### config.mk
export PLATFORM = sky130hd
export DESIGN_NAME = map_left_right_flat
export DESIGN_NICKNAME = d
export VERILOG_FILES = /design/src/rtl/map_left_right_if.sv /design/src/rtl/map_left_right.sv /design/src/flat_wrapper.sv
export SDC_FILE = /design/constraint.sdc
export NUM_CORES = 1
export LEC_CHECK = 0
export CELL_PAD_IN_SITES_DETAIL_PLACEMENT = 1
export CELL_PAD_IN_SITES_GLOBAL_PLACEMENT = 2
export CORE_MARGIN = 8
export CORE_UTILIZATION = 40
export DETAILED_ROUTE_END_ITERATION = 8
export DONT_BUFFER_PORTS = 1
export PLACE_DENSITY = 0.91
export SYNTH_ARGS = -nofsm -noshare
export SYNTH_HDL_FRONTEND = slang
export SYNTH_SLANG_ARGS = --single-unit
### constraint.sdc
create_clock -name clk -period 8.62 [get_ports clk]
set_clock_uncertainty 0.15 [all_clocks]
set_input_delay 1.293 -clock clk [delete_from_list [all_inputs] [get_ports clk]]
set_output_delay 1.293 -clock clk [all_outputs]
set_load 0.05 [all_outputs]
### src/rtl/map_left_right_if.sv
// Bus between the top/bottom mapper, the frame-buffer ROM and the star-record
// stage as seen by the left/right mapper (slave) and whoever drives it (master).
interface map_left_right_if #(
    parameter int X_SZ    = 8,
    parameter int Y_SZ    = 7,
    parameter int ADDR_SZ = 15,
    parameter int COL_SZ  = 3
);
    logic               tbFound;
    logic [X_SZ-1:0]    midPix;
    logic [Y_SZ-1:0]    mostTop;
    logic [Y_SZ-1:0]    mostBottom;
    logic [ADDR_SZ-1:0] memAddr;
    logic [COL_SZ-1:0]  memQ;
    logic [X_SZ-1:0]    mostLeft;
    logic [X_SZ-1:0]    mostRight;
    logic [X_SZ-1:0]    centreX;
    logic [Y_SZ-1:0]    centreY;
    logic               busy;
    logic               lrFound;

    // tbFound and lrFound are single-cycle pulses with no ready/back-pressure:
    // a request is taken only while busy is low, results are valid while lrFound is high.
    modport master (
        output tbFound, midPix, mostTop, mostBottom, memQ,
        input  memAddr, mostLeft, mostRight, centreX, centreY, busy, lrFound
    );
    modport slave (
        input  tbFound, midPix, mostTop, mostBottom, memQ,
        output memAddr, mostLeft, mostRight, centreX, centreY, busy, lrFound
    );
endinterface

### src/rtl/map_left_right.sv
// Scans the middle row of a star left then right from its column to find the
// horizontal extent, then reports the extent, the centre and a done pulse.
module map_left_right #(
    parameter int X_SZ      = 8,
    parameter int Y_SZ      = 7,
    parameter int ADDR_SZ   = 15,
    parameter int COL_SZ    = 3,
    parameter int X_RES     = 160,
    parameter int THRESHOLD = 0
) (
    input  logic                 clk,
    input  logic                 resetn,
    map_left_right_if.slave      bus,
    output logic [2:0]           dbg_state_o
);
    typedef enum logic [2:0] {
        IDLE, LATCH, L_REQ, L_CHK, R_REQ, R_CHK, DONE
    } state_t;

    localparam logic [X_SZ-1:0] X_MAX = X_SZ'(X_RES - 1);

    state_t             state_q, state_d;
    logic [X_SZ-1:0]    mid_q, mid_d, x_q, x_d;
    logic [X_SZ-1:0]    left_q, left_d, right_q, right_d, cx_q, cx_d;
    logic [Y_SZ-1:0]    top_q, top_d, bot_q, bot_d, row_q, row_d, cy_q, cy_d;
    logic [ADDR_SZ-1:0] addr_q, addr_d;
    logic               busy_q, busy_d, found_q, found_d;
    logic               bright;
    logic [Y_SZ:0]      row_sum;
    logic [X_SZ:0]      cx_sum;

    // row*160 as (row<<7)+(row<<5), so no multiplier is needed
    function automatic logic [ADDR_SZ-1:0] addr_of(input logic [Y_SZ-1:0] row,
                                                   input logic [X_SZ-1:0] x);
        return (ADDR_SZ'(row) << 7) + (ADDR_SZ'(row) << 5) + ADDR_SZ'(x);
    endfunction

    always_comb begin
        state_d = state_q;
        mid_d   = mid_q;
        x_d     = x_q;
        left_d  = left_q;
        right_d = right_q;
        cx_d    = cx_q;
        top_d   = top_q;
        bot_d   = bot_q;
        row_d   = row_q;
        cy_d    = cy_q;
        addr_d  = addr_q;
        found_d = 1'b0;
        row_sum = {1'b0, top_q} + {1'b0, bot_q};
        bright  = (bus.memQ != COL_SZ'(THRESHOLD));

        case (state_q)
            IDLE: begin
                if (bus.tbFound) begin
                    mid_d   = bus.midPix;
                    top_d   = bus.mostTop;
                    bot_d   = bus.mostBottom;
                    state_d = LATCH;
                end
            end
            LATCH: begin
                row_d   = row_sum[Y_SZ:1];
                x_d     = mid_q;
                addr_d  = addr_of(row_d, mid_q);
                state_d = L_REQ;
            end
            L_REQ: state_d = L_CHK;
            L_CHK: begin
                if (!bright && x_q == mid_q) begin
                    left_d  = mid_q;
                    right_d = mid_q;
                    state_d = DONE;
                end else if (bright && x_q != '0) begin
                    x_d     = x_q - 1'b1;
                    addr_d  = addr_of(row_q, x_q - 1'b1);
                    state_d = L_REQ;
                end else begin
                    left_d = bright ? '0 : x_q + 1'b1;
                    // a star sitting on the last column has nothing to its right
                    if (mid_q == X_MAX) begin
                        right_d = mid_q;
                        state_d = DONE;
                    end else begin
                        x_d     = mid_q + 1'b1;
                        addr_d  = addr_of(row_q, mid_q + 1'b1);
                        state_d = R_REQ;
                    end
                end
            end
            R_REQ: state_d = R_CHK;
            R_CHK: begin
                if (!bright) begin
                    right_d = x_q - 1'b1;
                    state_d = DONE;
                end else if (x_q == X_MAX) begin
                    right_d = X_MAX;
                    state_d = DONE;
                end else begin
                    x_d     = x_q + 1'b1;
                    addr_d  = addr_of(row_q, x_q + 1'b1);
                    state_d = R_REQ;
                end
            end
            DONE:    state_d = IDLE;
            default: state_d = IDLE;
        endcase

        // results are registered on entry to DONE so they line up with lrFound
        cx_sum = {1'b0, left_d} + {1'b0, right_d};
        if (state_d == DONE) begin
            cx_d    = cx_sum[X_SZ:1];
            cy_d    = row_q;
            found_d = 1'b1;
        end
        busy_d = (state_d != IDLE);
    end

    always_ff @(posedge clk) begin
        if (!resetn) begin
            state_q <= IDLE;
            mid_q   <= '0;
            x_q     <= '0;
            left_q  <= '0;
            right_q <= '0;
            cx_q    <= '0;
            top_q   <= '0;
            bot_q   <= '0;
            row_q   <= '0;
            cy_q    <= '0;
            addr_q  <= '0;
            busy_q  <= 1'b0;
            found_q <= 1'b0;
        end else begin
            state_q <= state_d;
            mid_q   <= mid_d;
            x_q     <= x_d;
            left_q  <= left_d;
            right_q <= right_d;
            cx_q    <= cx_d;
            top_q   <= top_d;
            bot_q   <= bot_d;
            row_q   <= row_d;
            cy_q    <= cy_d;
            addr_q  <= addr_d;
            busy_q  <= busy_d;
            found_q <= found_d;
        end
    end

    assign bus.memAddr   = addr_q;
    assign bus.mostLeft  = left_q;
    assign bus.mostRight = right_q;
    assign bus.centreX   = cx_q;
    assign bus.centreY   = cy_q;
    assign bus.busy      = busy_q;
    assign bus.lrFound   = found_q;
    assign dbg_state_o   = state_q;
endmodule
### src/flat_wrapper.sv
// flat-port wrapper written by rule: the top's interface ports become plain ports
module map_left_right_flat 
#(
    parameter int X_SZ      = 8,
    parameter int Y_SZ      = 7,
    parameter int ADDR_SZ   = 15,
    parameter int COL_SZ    = 3,
    parameter int X_RES     = 160,
    parameter int THRESHOLD = 0
)
  (clk, resetn, dbg_state_o, bus_tbFound, bus_midPix, bus_mostTop, bus_mostBottom, bus_memQ, bus_memAddr, bus_mostLeft, bus_mostRight, bus_centreX, bus_centreY, bus_busy, bus_lrFound);
  map_left_right_if #(.X_SZ(X_SZ), .Y_SZ(Y_SZ), .ADDR_SZ(ADDR_SZ), .COL_SZ(COL_SZ)) bus_i ();
  input  logic clk;
  input  logic resetn;
  output logic [2:0] dbg_state_o;
  input wire logic [$bits(bus_i.tbFound)-1:0] bus_tbFound;
  input wire logic [$bits(bus_i.midPix)-1:0] bus_midPix;
  input wire logic [$bits(bus_i.mostTop)-1:0] bus_mostTop;
  input wire logic [$bits(bus_i.mostBottom)-1:0] bus_mostBottom;
  input wire logic [$bits(bus_i.memQ)-1:0] bus_memQ;
  output wire logic [$bits(bus_i.memAddr)-1:0] bus_memAddr;
  output wire logic [$bits(bus_i.mostLeft)-1:0] bus_mostLeft;
  output wire logic [$bits(bus_i.mostRight)-1:0] bus_mostRight;
  output wire logic [$bits(bus_i.centreX)-1:0] bus_centreX;
  output wire logic [$bits(bus_i.centreY)-1:0] bus_centreY;
  output wire logic [$bits(bus_i.busy)-1:0] bus_busy;
  output wire logic [$bits(bus_i.lrFound)-1:0] bus_lrFound;
  assign bus_i.tbFound = bus_tbFound;
  assign bus_i.midPix = bus_midPix;
  assign bus_i.mostTop = bus_mostTop;
  assign bus_i.mostBottom = bus_mostBottom;
  assign bus_i.memQ = bus_memQ;
  assign bus_memAddr = bus_i.memAddr;
  assign bus_mostLeft = bus_i.mostLeft;
  assign bus_mostRight = bus_i.mostRight;
  assign bus_centreX = bus_i.centreX;
  assign bus_centreY = bus_i.centreY;
  assign bus_busy = bus_i.busy;
  assign bus_lrFound = bus_i.lrFound;
  map_left_right #(.X_SZ(X_SZ), .Y_SZ(Y_SZ), .ADDR_SZ(ADDR_SZ), .COL_SZ(COL_SZ), .X_RES(X_RES), .THRESHOLD(THRESHOLD)) u_core (.clk(clk), .resetn(resetn), .bus(bus_i), .dbg_state_o(dbg_state_o));
endmodule
Yosys cells after proc, flatten, opt, wreduce, memory -nomap -nowiden
Cells that the tools add are included.
- $add $sub $neg: 11
- equal/unequal tests: 13
- muxes and demuxes: 30
- reductions and logical operators: 10
- operators by type and width (cell ; number):
    8-bit two-way mux ; 14
    15-bit two-way mux ; 5
    15-bit by 8-bit adder with 15-bit output ; 4
    15-bit one-hot mux with 3 select lines ; 1
    14-bit by 12-bit adder with 15-bit output ; 2
    8-bit one-hot mux with 3 select lines ; 1
    3-bit one-hot mux with 6 select lines ; 1
    8-bit by 1-bit adder with 8-bit output (second input constant) ; 2
    8-bit equality test (second input constant) ; 2
    8-bit one-hot mux with 2 select lines ; 1
    3-bit two-way mux ; 4
    8-bit by 8-bit adder with 9-bit output ; 1
    3-bit equality test (second input constant) ; 3
    3-bit nonzero test ; 3
    7-bit by 7-bit adder with 8-bit output ; 1
    8-bit equality test ; 1
    8-bit nonzero test ; 1
    8-bit by 1-bit subtractor with 8-bit output (second input constant) ; 1
    3-bit by 2-bit equality test with 1-bit output (second input constant) ; 2
    5-bit AND reduction ; 1
    2-bit two-way mux ; 2
    2-bit inequality test (second input constant) ; 2
    3-bit by 1-bit equality test with 1-bit output (second input constant) ; 1
    3-bit zero test ; 1
    6 further kinds ; 7
- bits in registers: 88
- output and inout port bits: 51
- word-level logic and storage cells: 77

Logic depth before layout (Yosys ltp)
Gate-level depths: netlist of the first run.
- depth in word-level cells: 7
- mapped depth: 18
- gate-level depth less buffers: 16

Worst setup path before layout of the first run
OpenSTA, ideal clock, no wires.
- path kind: input-to-reg
- start point: input bus_memQ[1]
- end point: register u_core.cx_q[5], in the netlist u_core.bus.centreX[5]
- library setup time: 0.070 ns
- arrival: 3.929 ns
- required time: 8.400 ns
- slack: 4.471 ns
- stages: 13
- buffers on the path: 0
- path through: or3_1 > nor3_2 > nor2_1 > mux2i_1 > o221ai_1 > fa_1 > a21o_1 > a21oi_1 > o21bai_1 > a21oi_1 > xnor2_1 > nand2_1 > a21oi_1
- word-level cells in the longest chain between the ends: 6
- RTL lines (element ; line ; source):
    from (decl) ; flat_wrapper.sv:20 ; input wire logic [$bits(bus_i.memQ)-1:0] bus_memQ;
    3-bit nonzero test (*) ; map_left_right.sv:52 ; bright = (bus.memQ != COL_SZ'(THRESHOLD));
    1-bit logical AND / 1-bit zero test (equally long branches) ; map_left_right.sv:75, map_left_right.sv:71 ;
    8-bit two-way mux / 1-bit logical AND (equally long branches) ; map_left_right.sv:75, map_left_right.sv:71 ;
    8-bit two-way mux ; map_left_right.sv:71 ; if (!bright && x_q == mid_q) begin
    8-bit one-hot mux with 2 select lines (*) ; map_left_right.sv:54 ; case (state_q)
    via u_core.right_d[1] ; map_left_right.sv:24 ; logic [X_SZ-1:0] left_q, left_d, right_q, right_d, cx_q, cx_d;
    8-bit by 8-bit adder with 9-bit output (*) ; map_left_right.sv:111 ; cx_sum = {1'b0, left_d} + {1'b0, right_d};
    to (signal assigned) ; map_left_right.sv:127 ; cx_q <= '0;
    to (signal assigned) ; map_left_right.sv:141 ; cx_q <= cx_d;
    to (decl) ; map_left_right.sv:24 ;
The timed path passes the listed nets; every way through them passes the cells marked *.
A chain may end at the register's enable or synchronous reset.

Final worst setup path of the first run
Ends and elaborated chain as after synthesis.

==> impl_table.tex, run 1 <==
\begin{tabular}{lr}
\hline
Metric & Value \\
\hline
\multicolumn{2}{l}{\textbf{Run status}} \\
\quad Status & completed \\
\multicolumn{2}{l}{\textbf{GRT}} \\
\quad Combined global-route utilization of all metal layers & 0.199 \\
\quad Number of global-route vias before repair & approximately 5500 \\
\quad Maximum number of pins on one net before global-route repair & 64 \\
\quad Initial antenna violation count & 0 \\
\quad Total congestion overflow & 0 \\
\quad Global-route wire length before repair & about 29000 um \\
\multicolumn{2}{l}{\textbf{CTS}} \\
\quad Number of buffers added by the clock tree synthesis step & 9 \\
\quad Cts hold-fix bufs & 0 \\
\quad Clock-pin slew of the registers on the worst-case setup and hold paths & roughly 0.060 ns \\
\quad Number of clock sinks seen by CTS & a little over 80 \\
\quad Clock Root Buffer & clkbuf\_16 \\
\quad Buffers inserted by post-CTS timing repair & 0 \\
\quad Clock tree from TritonCTS & yes \\
\quad Maximum count of clock buffers along a single path & 2 \\
\quad Number of gates resized after CTS & 0 \\
\quad Number of H-tree branching levels & 3 \\
\quad Worst skew pair latency & about 0.35 ns \\
\multicolumn{2}{l}{\textbf{Synth}} \\
\quad Combinational family with the most area after synthesis & compound AO/OA/AOI/OAI gates \\
\quad Number of synthesized flops with an enable pin & 0 \\
\quad Seq/Total Area, Yosys & 0.293 \\
\quad XOR/XNOR Fraction of Synth Area & 0.0725 \\
\quad Share of the synthesized area in the top cell type & 0.293 \\
\quad Count of distinct cell types in the synthesized netlist & 67 \\
\quad Multiplexer share of the synthesized area & 0.00529 \\
\quad Proportion of register bits with asynchronous set or reset after synthesis & 0 \\
\quad Average size of a mapped cell & between 7 and 8 um2 \\
\quad \#FFs+latches synth & 83 \\
\quad Top cells by area in the synthesized netlist & dfxtp\_1 (29\%), nand2\_1 (8.4\%), a21oi\_1 (8.4\%) \\
\quad Simple-gate area share of the yosys netlist & 0.229 \\
\quad Post-Synthesis Net Count & between 800 and 900 \\
\quad Netlist area before placement & between 0.005 and 0.006 mm2 \\
\quad Commonest register cell after synthesis & dfxtp\_1 \\
\quad Ys Warns & 0 \\
\quad Most area-hungry cell type in the Yosys netlist & dfxtp\_1 \\
\quad Number of standard cells after synthesis & about 740 \\
\quad Adder-Cell Fraction of Synth Area & 0.105 \\
\quad Synthesized-area fraction occupied by ao, oa, aoi and oai cells & 0.229 \\
\multicolumn{2}{l}{\textbf{Placed design}} \\
\quad Worst slack at placement & around 3.3 ns \\
\quad Placed instance area & 0.00566 mm2 \\
\quad \# port buffers & 0 \\
\quad Post-DP HPWL & around 13000 um \\
\quad Placer Congestion & $\sim$0.84 \\
\multicolumn{2}{l}{\textbf{Final layout}} \\
\quad Signed area change from the synthesized netlist to the final layout & 5.49\% \\
\quad Ratio of cells with drive above 1 in the final layout & 0.0537 \\
\quad Final non-filler cell area & 0.00599 mm2 \\
\quad Diodes inserted & 0 \\
\quad Total Nets Final & around 780 \\
\multicolumn{2}{l}{\textbf{Worst setup path}} \\
\quad Cells traversed along the worst timing path & or3\_1 > nor3\_2 > nor2\_1 > mux2i\_1 > o221ai\_1 > fa\_1 > a21o\_1 > a21oi\_1 > o21bai\_1 > a21oi\_1 > xnor2\_1 > nand2\_1 > a21oi\_1 \\
\quad Master of the slowest instance on the critical path & nor3\_2 \\
\quad Endpoint class of the critical path & flip-flop \\
\quad Buffer and inverter count on the worst path & 0 \\
\quad Number of cells on the worst reg-to-reg path & 13 \\
\quad Timing startpoint of the critical path & bus\_memQ[1] \\
\quad Worst setup path endpoint & u\_core.bus.centreX[5]\$\_SDFFE\_PN0P\_ \\
\quad Crit path top cell by count & a21oi\_1 \\
\quad Type of the worst setup path & primary input to flip-flop \\
\quad Worst stage delay on the critical path & between 0.8 and 0.9 ns \\
\quad Setup crit start kind & primary input \\
\quad Worst path required time & 8.76 ns \\
\quad Critical path data arrival time & 5.12 ns \\
\quad Worst reg2reg setup slack & 3.74 ns \\
\quad Cell family contributing the most delay on the critical path & simple AND/OR/NAND/NOR gates \\
\quad Number of cells on the critical path & 13 \\
\quad Crit Reg-Reg Endpoint & u\_core.bus.centreX[5]\$\_SDFFE\_PN0P\_ \\
\quad Largest fanout on the critical path & 15 \\
\quad Crit Reg-Reg Startpoint & u\_core.dbg\_state\_o[0]\$\_SDFF\_PN0\_ \\
\multicolumn{2}{l}{\textbf{STA}} \\
\quad Ratio of final minimum period to clock period & 0.578 \\
\quad Worst slew margin & 0.247 \\
\quad Final Hold Fails & 0 \\
\quad Accumulated negative setup slack & 0 ns \\
\quad Post-route setup slack & 3.63 ns \\
\quad Tightest Pin Transition & $\sim$1.1 ns \\
\quad Final number of max-transition violations & 0 \\
\quad Maximum clock frequency & 201 MHz \\
\quad Setup repair after global routing missed its margin & false \\
\quad Post-route minimum period & roughly 5 ns \\
\quad \# setup viols final & 0 \\
\multicolumn{2}{l}{\textbf{Pwr}} \\
\quad NetSw & approximately 0.37 mW \\
\quad Clock share of power & 0.385 \\
\quad Comb pwr share & 0.203 \\
\quad Power density over cell area & approximately 190 mW/mm2 \\
\quad Register share of total power & 0.412 \\
\quad Leak & 2.30 nW \\
\quad Maximum VDD drop & approximately 0.00011 V \\
\quad Proportion of total power due to net switching & 0.325 \\
\quad Total internal power & about 0.76 mW \\
\multicolumn{2}{l}{\textbf{Route}} \\
\quad Amount of wire on met3 after detailed routing & 887 um \\
\quad Number of violations reported at the end of detailed-routing iteration 0 & about 350 \\
\quad Post-route met1 wirelength & $\sim$7400 um \\
\quad DRC errors left & 0 \\
\quad Via-per-instance ratio & about 5.8 \\
\quad Met2 wire length & 9330 um \\
\quad Post-DRT Antenna Nets & 0 \\
\quad Average wire per standard cell & about 20 um \\
\quad Uppermost layer routed & met4 \\
\quad Number of vias in the routed layout & 5137 \\
\quad Wirelength, routed & 17900 um \\
\quad DR pass1 iterations & 4 \\
\multicolumn{2}{l}{\textbf{Min path}} \\
\quad Tightest Hold Check Type & flip-flop to flip-flop \\
\quad Cells on Worst Hold Path & 2 \\
\multicolumn{2}{l}{\textbf{Die}} \\
\quad Total core area & between 0.01 and 0.015 mm2 \\
\quad Horizontal extent of the die & roughly 140 um \\
\quad Number of cell rows & 43 \\
\quad Number of top-level pins & slightly below 80 \\
\quad Initial Utilization & 0.409 \\
\quad Die outline height & 135 um \\
\quad Die area & 0.0183 mm2 \\
\multicolumn{2}{l}{\textbf{Flow run}} \\
\quad Max-Cap Viols & 0 \\
\hline
\end{tabular}
==> sequential cells by signal (all words and copies together) (netlist names) <==
register              flops
u_core.bot_q              7
u_core.bus.busy           1
u_core.bus.centreX        8
u_core.bus.centreY        7
u_core.bus.lrFound        1
u_core.bus.memAddr       10
u_core.bus.mostLeft       8
u_core.bus.mostRight      8
u_core.dbg_state_o        3
u_core.mid_q              8
u_core.row_q              7
u_core.top_q              7
u_core.x_q                8
==> metal layers <==
layer,track usage,up-vias
met5,0,-
met4,0.0685,0
met3,0.0419,25
met2,0.358,98
met1,0.228,2527
li1,-,2487
==> stage by stage <==
| stage | std cells | hold WS (ns) | util | power [mW] |
|---|---|---|---|---|
| finish | 888 | 0.310 | 0.432 | 1.12 |
| global route | 888 | 0.340 | 0.432 | 1.18 |
| CTS | 888 | 0.314 | 0.432 | 1.13 |
| detailed placement | 872 | 0.305 | 0.408 | 0.700 |
| global placement | 872 | 0.299 | 0.408 | 0.687 |
| floorplan | 739 | 0.290 | - | 0.646 |
==> worst min-delay path, stage by stage (launching register included) <==
cell,delay (ns)
dfxtp_1,0.31
nand2_1,0.05
a21oi_1,0.05
==> cell usage after synthesis, types with 3 or more instances <==
| library cell | number |
|---|---|
| inv_1 | 28 |
| a21oi_1 | 95 |
| xor2_1 | 12 |
| nand4_1 | 3 |
| nor2_1 | 53 |
| nand2_1 | 127 |
| nand3_1 | 13 |
| xnor2_1 | 35 |
| a2111oi_0 | 3 |
| a211oi_1 | 3 |
| or3_1 | 7 |
| o21ai_0 | 33 |
| a21o_1 | 8 |
| buf_4 | 8 |
| mux2i_1 | 3 |
| nor3_2 | 4 |
| buf_6 | 4 |
| and2_1 | 19 |
| o21a_1 | 4 |
| buf_2 | 17 |
| o221ai_1 | 3 |
| and3_1 | 7 |
| nand2b_1 | 3 |
| nor2b_1 | 4 |
| o31ai_1 | 5 |
| nor3_1 | 22 |
| dfxtp_1 | 83 |
| o211ai_1 | 13 |
| clkbuf_1 | 20 |
| nor3b_1 | 3 |
| o21bai_1 | 8 |
| ha_1 | 38 |
| fa_1 | 6 |
==> power by group through the flow <==
stage                     registers, mW  clock network (mW)  logic, mW
after CTS                         0.463               0.440      0.231
after global routing              0.466               0.454      0.257
after global placement            0.470                   0      0.217
after detailed placement          0.471                   0      0.229
after floorplan                   0.444                   0      0.202
final                             0.463               0.432      0.229
==> final cells by class <==
class	instances	area, um2
inverters	29	109
multi-input cells	576	3640
repair buffers	4	30.0
fillers	1745	7890
well taps	180	225
clock inverters	4	72.6
clock buffers	12	256
flip-flops and latches	83	1660
==> worst min path at each step <==
stage                                      start                      endpoint  slack [ns]
global placement    u_core.top_q[6]$_SDFFE_PN0P_  u_core.top_q[6]$_SDFFE_PN0P_        0.30
finish              u_core.bot_q[4]$_SDFFE_PN0P_  u_core.bot_q[4]$_SDFFE_PN0P_        0.31
floorplan           u_core.top_q[2]$_SDFFE_PN0P_  u_core.top_q[2]$_SDFFE_PN0P_        0.29
CTS                 u_core.bot_q[4]$_SDFFE_PN0P_  u_core.bot_q[4]$_SDFFE_PN0P_        0.31
detailed placement  u_core.bot_q[4]$_SDFFE_PN0P_  u_core.bot_q[4]$_SDFFE_PN0P_        0.31
global route        u_core.bot_q[4]$_SDFFE_PN0P_  u_core.bot_q[4]$_SDFFE_PN0P_        0.34
==> logic make-up (layout without fill, tap and decap cells) <==
| kind of cell | after synthesis | in the layout |
|---|---|---|
| fa+ha+maj | 44 | 44 |
| buf+inv | 80 | 49 |
| xor+xnor | 47 | 47 |
| compound gates | 205 | 205 |
| flops | 83 | 83 |
| simple gates | 277 | 277 |
| mux | 3 | 3 |
==> placed cells by master (no fill, tap or decap), types with 3 or more instances in the layout <==
| master | count |
|---|---|
| nand2_1 | 127 |
| a21oi_1 | 95 |
| dfxtp_1 | 83 |
| nor2_1 | 53 |
| ha_1 | 38 |
| xnor2_1 | 35 |
| o21ai_0 | 33 |
| inv_1 | 28 |
| nor3_1 | 22 |
| and2_1 | 19 |
| o211ai_1 | 13 |
| nand3_1 | 13 |
| xor2_1 | 12 |
| clkbuf_16 | 9 |
| o21bai_1 | 8 |
| a21o_1 | 8 |
| or3_1 | 7 |
| and3_1 | 7 |
| fa_1 | 6 |
| o31ai_1 | 5 |
| nor3_2 | 4 |
| nor2b_1 | 4 |
| o21a_1 | 4 |
| buf_4 | 4 |
| nand4_1 | 3 |
| mux2i_1 | 3 |
| o221ai_1 | 3 |
| nor3b_1 | 3 |
| nand2b_1 | 3 |
| a211oi_1 | 3 |
| a2111oi_0 | 3 |
Power figures use the tool's default switching activity.
==> inputs of run 2 (changes only) <==
CORE_UTILIZATION = 34   (was 40)
PLACE_DENSITY = 0.83   (was 0.91)
clock period = 4.1 ns   (was 8.62 ns; I/O delays follow)
==> run 2 against run 1 <==
Effect of this change: die area increased by 15%; utilization shrank 5.5 points; design area increased by 3.5%; combinational power is 140% higher; critical endpoint is now u_core.bus.memAddr[13]$_SDFFE_PN0P_; critical path type is now flip-flop to flip-flop; worst setup slack worse by 3.4 ns; via count increased by 0.47%; largest cell class unchanged; total power grew 110%; sequential power is 100% higher; sequential share of layout area shrank 0.93 points.
==> impl_table.tex, run 2 (synthesis results as in run 1) <==
\begin{tabular}{lr}
\hline
Metric & Value \\
\hline
\multicolumn{2}{l}{\textbf{Route}} \\
\quad Via-per-instance ratio & 5.43 \\
\quad DRC errors left & 0 \\
\quad Average wire per standard cell & roughly 19 um \\
\quad Number of vias in the routed layout & about 5200 \\
\quad Wirelength, routed & approximately 18000 um \\
\quad Post-DRT Antenna Nets & 0 \\
\quad Number of violations reported at the end of detailed-routing iteration 0 & 279 \\
\quad DR pass1 iterations & 4 \\
\multicolumn{2}{l}{\textbf{Worst setup path}} \\
\quad Worst path required time & 4.19 ns \\
\quad Endpoint class of the critical path & flip-flop \\
\quad Cells traversed along the worst timing path & ha\_1 > a31o\_2 > a21oi\_1 > xnor2\_1 > inv\_1 > fa\_1 > inv\_1 > ha\_1 > a21o\_1 > a21oi\_1 > o21bai\_1 > a21oi\_1 > o21ai\_0 > xnor2\_1 > o21ai\_0 > o21a\_1 \\
\quad Setup crit start kind & flip-flop \\
\quad Crit path top cell by count & a21oi\_1 \\
\quad Worst stage delay on the critical path & 0.57 ns \\
\quad Type of the worst setup path & flip-flop to flip-flop \\
\quad Largest fanout on the critical path & 3 \\
\quad Critical path data arrival time & roughly 3.9 ns \\
\quad Master of the slowest instance on the critical path & fa\_1 \\
\multicolumn{2}{l}{\textbf{Pwr}} \\
\quad Power density over cell area & between 300 and 400 mW/mm2 \\
\quad Maximum VDD drop & 0.000211 V \\
\quad Leak & $\sim$2.4 nW \\
\multicolumn{2}{l}{\textbf{GRT}} \\
\quad Number of global-route vias before repair & between 5000 and 6000 \\
\quad Total congestion overflow & 0 \\
\quad Initial antenna violation count & 1 \\
\quad Maximum number of pins on one net before global-route repair & 46 \\
\quad Combined global-route utilization of all metal layers & 0.175 \\
\quad Global-route wire length before repair & $\sim$30000 um \\
\multicolumn{2}{l}{\textbf{STA}} \\
\quad Final number of max-transition violations & 0 \\
\quad Tightest Pin Transition & 1.18 ns \\
\quad Ratio of final minimum period to clock period & 0.933 \\
\quad Accumulated negative setup slack & 0 ns \\
\quad Worst slew margin & 0.209 \\
\quad Hold slack & about 0.24 ns \\
\quad Setup repair after global routing missed its margin & false \\
\quad \# setup viols final & 0 \\
\quad Final Hold Fails & 0 \\
\quad Maximum clock frequency & roughly 260 MHz \\
\quad Post-route setup slack & around 0.27 ns \\
\quad Post-route minimum period & about 3.8 ns \\
\multicolumn{2}{l}{\textbf{Final layout}} \\
\quad FILL cells & roughly 2000 \\
\quad Most common library cell in the layout ignoring fill and taps & nand2\_1 \\
\quad Ratio of cells with drive above 1 in the final layout & 0.0848 \\
\quad Final non-filler cell area & just over 0.006 mm2 \\
\quad Max FFs per register & 10 \\
\quad Total Nets Final & 798 \\
\quad Signed area change from the synthesized netlist to the final layout & 9.14\% \\
\quad Utilization after layout & 0.376 \\
\quad Most used cells in the layout excluding fill and tap cells & nand2\_1 (127), a21oi\_1 (95), dfxtp\_1 (83), nor2\_1 (53), ha\_1 (38) \\
\quad Diodes inserted & 0 \\
\multicolumn{2}{l}{\textbf{Die}} \\
\quad Total core area & about 0.016 mm2 \\
\quad Initial Utilization & 0.345 \\
\quad Number of cell rows & 47 \\
\quad Horizontal extent of the die & 145 um \\
\quad Number of top-level pins & between 70 and 80 \\
\quad Die area & around 0.021 mm2 \\
\quad Die outline height & approximately 150 um \\
\multicolumn{2}{l}{\textbf{CTS}} \\
\quad Clock-pin slew of the registers on the worst-case setup and hold paths & roughly 0.070 ns \\
\quad Clock Root Buffer & clkbuf\_16 \\
\quad Maximum count of clock buffers along a single path & 2 \\
\quad Number of H-tree branching levels & 3 \\
\quad Number of buffers added by the clock tree synthesis step & 9 \\
\quad Cts hold-fix bufs & 0 \\
\quad Number of gates resized after CTS & 0 \\
\quad Number of clock sinks seen by CTS & 83 \\
\quad Clock tree from TritonCTS & yes \\
\quad Buffers inserted by post-CTS timing repair & 0 \\
\quad Worst skew pair latency & between 0.3 and 0.4 ns \\
\multicolumn{2}{l}{\textbf{Placed design}} \\
\quad \# port buffers & 0 \\
\quad Placed instance area & slightly below 0.006 mm2 \\
\quad Post-DP HPWL & between 10000 and 15000 um \\
\quad Placer Congestion & about 0.87 \\
\quad Worst slack at placement & $\sim$0.27 ns \\
\multicolumn{2}{l}{\textbf{Run status}} \\
\quad Status & completed \\
\multicolumn{2}{l}{\textbf{Flow run}} \\
\quad Max-Cap Viols & 0 \\
\multicolumn{2}{l}{\textbf{Min path}} \\
\quad Tightest Hold Check Type & primary input to flip-flop \\
\hline
\end{tabular}
## run 2: changes by cell type in the layout (fill, tap and decap cells not counted)
| cell | before | now |
|---|---|---|
| buf_4 | 4 | 27 |
| clkbuf_8 | 2 | 3 |
| clkbuf_1 | 1 | 0 |
| clkinv_2 | 1 | 2 |
| bufinv_16 | 2 | 1 |
## run 2: layout make-up
| type | count | area, um2 | share of cell area |
|---|---|---|---|
| Clock buffer | 12 | 267 | 0.0430 |
| Clock inverter | 4 | 47.5 | 0.00767 |
| Inverter | 29 | 109 | 0.0176 |
| Multi-Input combinational cell | 576 | 3640 | 0.587 |
| Sequential cell | 83 | 1660 | 0.268 |
| Tap cell | 220 | 275 | 0.0444 |
| Timing Repair Buffer | 27 | 203 | 0.0327 |
## run 2: power breakdown
part | internal [mW] | total, mW | switching [mW]
sequential | 0.847 | 0.935 | 0.0884
combinational | 0.199 | 0.544 | 0.345
clock | 0.520 | 0.855 | 0.335
## run 2: path summary, 6_finish.rpt
| check | from | end | slack (ns) | depth (start not counted) |
|---|---|---|---|---|
| max | u_core.bot_q[1]$_SDFFE_PN0P_ | u_core.bus.memAddr[13]$_SDFFE_PN0P_ | 0.27 | 16 |
| min | resetn | u_core.bus.mostLeft[4]$_SDFF_PN0_ | 0.24 | 1 |
| max reg2reg | u_core.bot_q[1]$_SDFFE_PN0P_ | u_core.bus.memAddr[13]$_SDFFE_PN0P_ | 0.27 | 16 |
| min reg2reg | u_core.top_q[3]$_SDFFE_PN0P_ | u_core.top_q[3]$_SDFFE_PN0P_ | 0.31 | 2 |
## run 2: worst max-delay path, delay by kind of cell, from the launching register on
kind | cells | cell delay (ns)
DFF | 1 | 0.33
xor gates and xnor gates | 2 | 0.34
adders and majority gates | 3 | 1.15
AOI/OAI and AO/OA | 9 | 1.61
buffers and inverters | 2 | 0.16
## run 2: stage by stage
stage,instances,power [mW]
global route,951,2.46
CTS,951,2.37
detailed placement,935,1.50
floorplan,739,1.36
global placement,935,1.48
finish,951,2.33
## run 2: per-layer routing
metal / routed length [um] / global-route usage
met5: 18 / 0
met4: 365 / 0.0593
met2: 9160 / 0.311
met3: 945 / 0.0442
met1: 7880 / 0.201
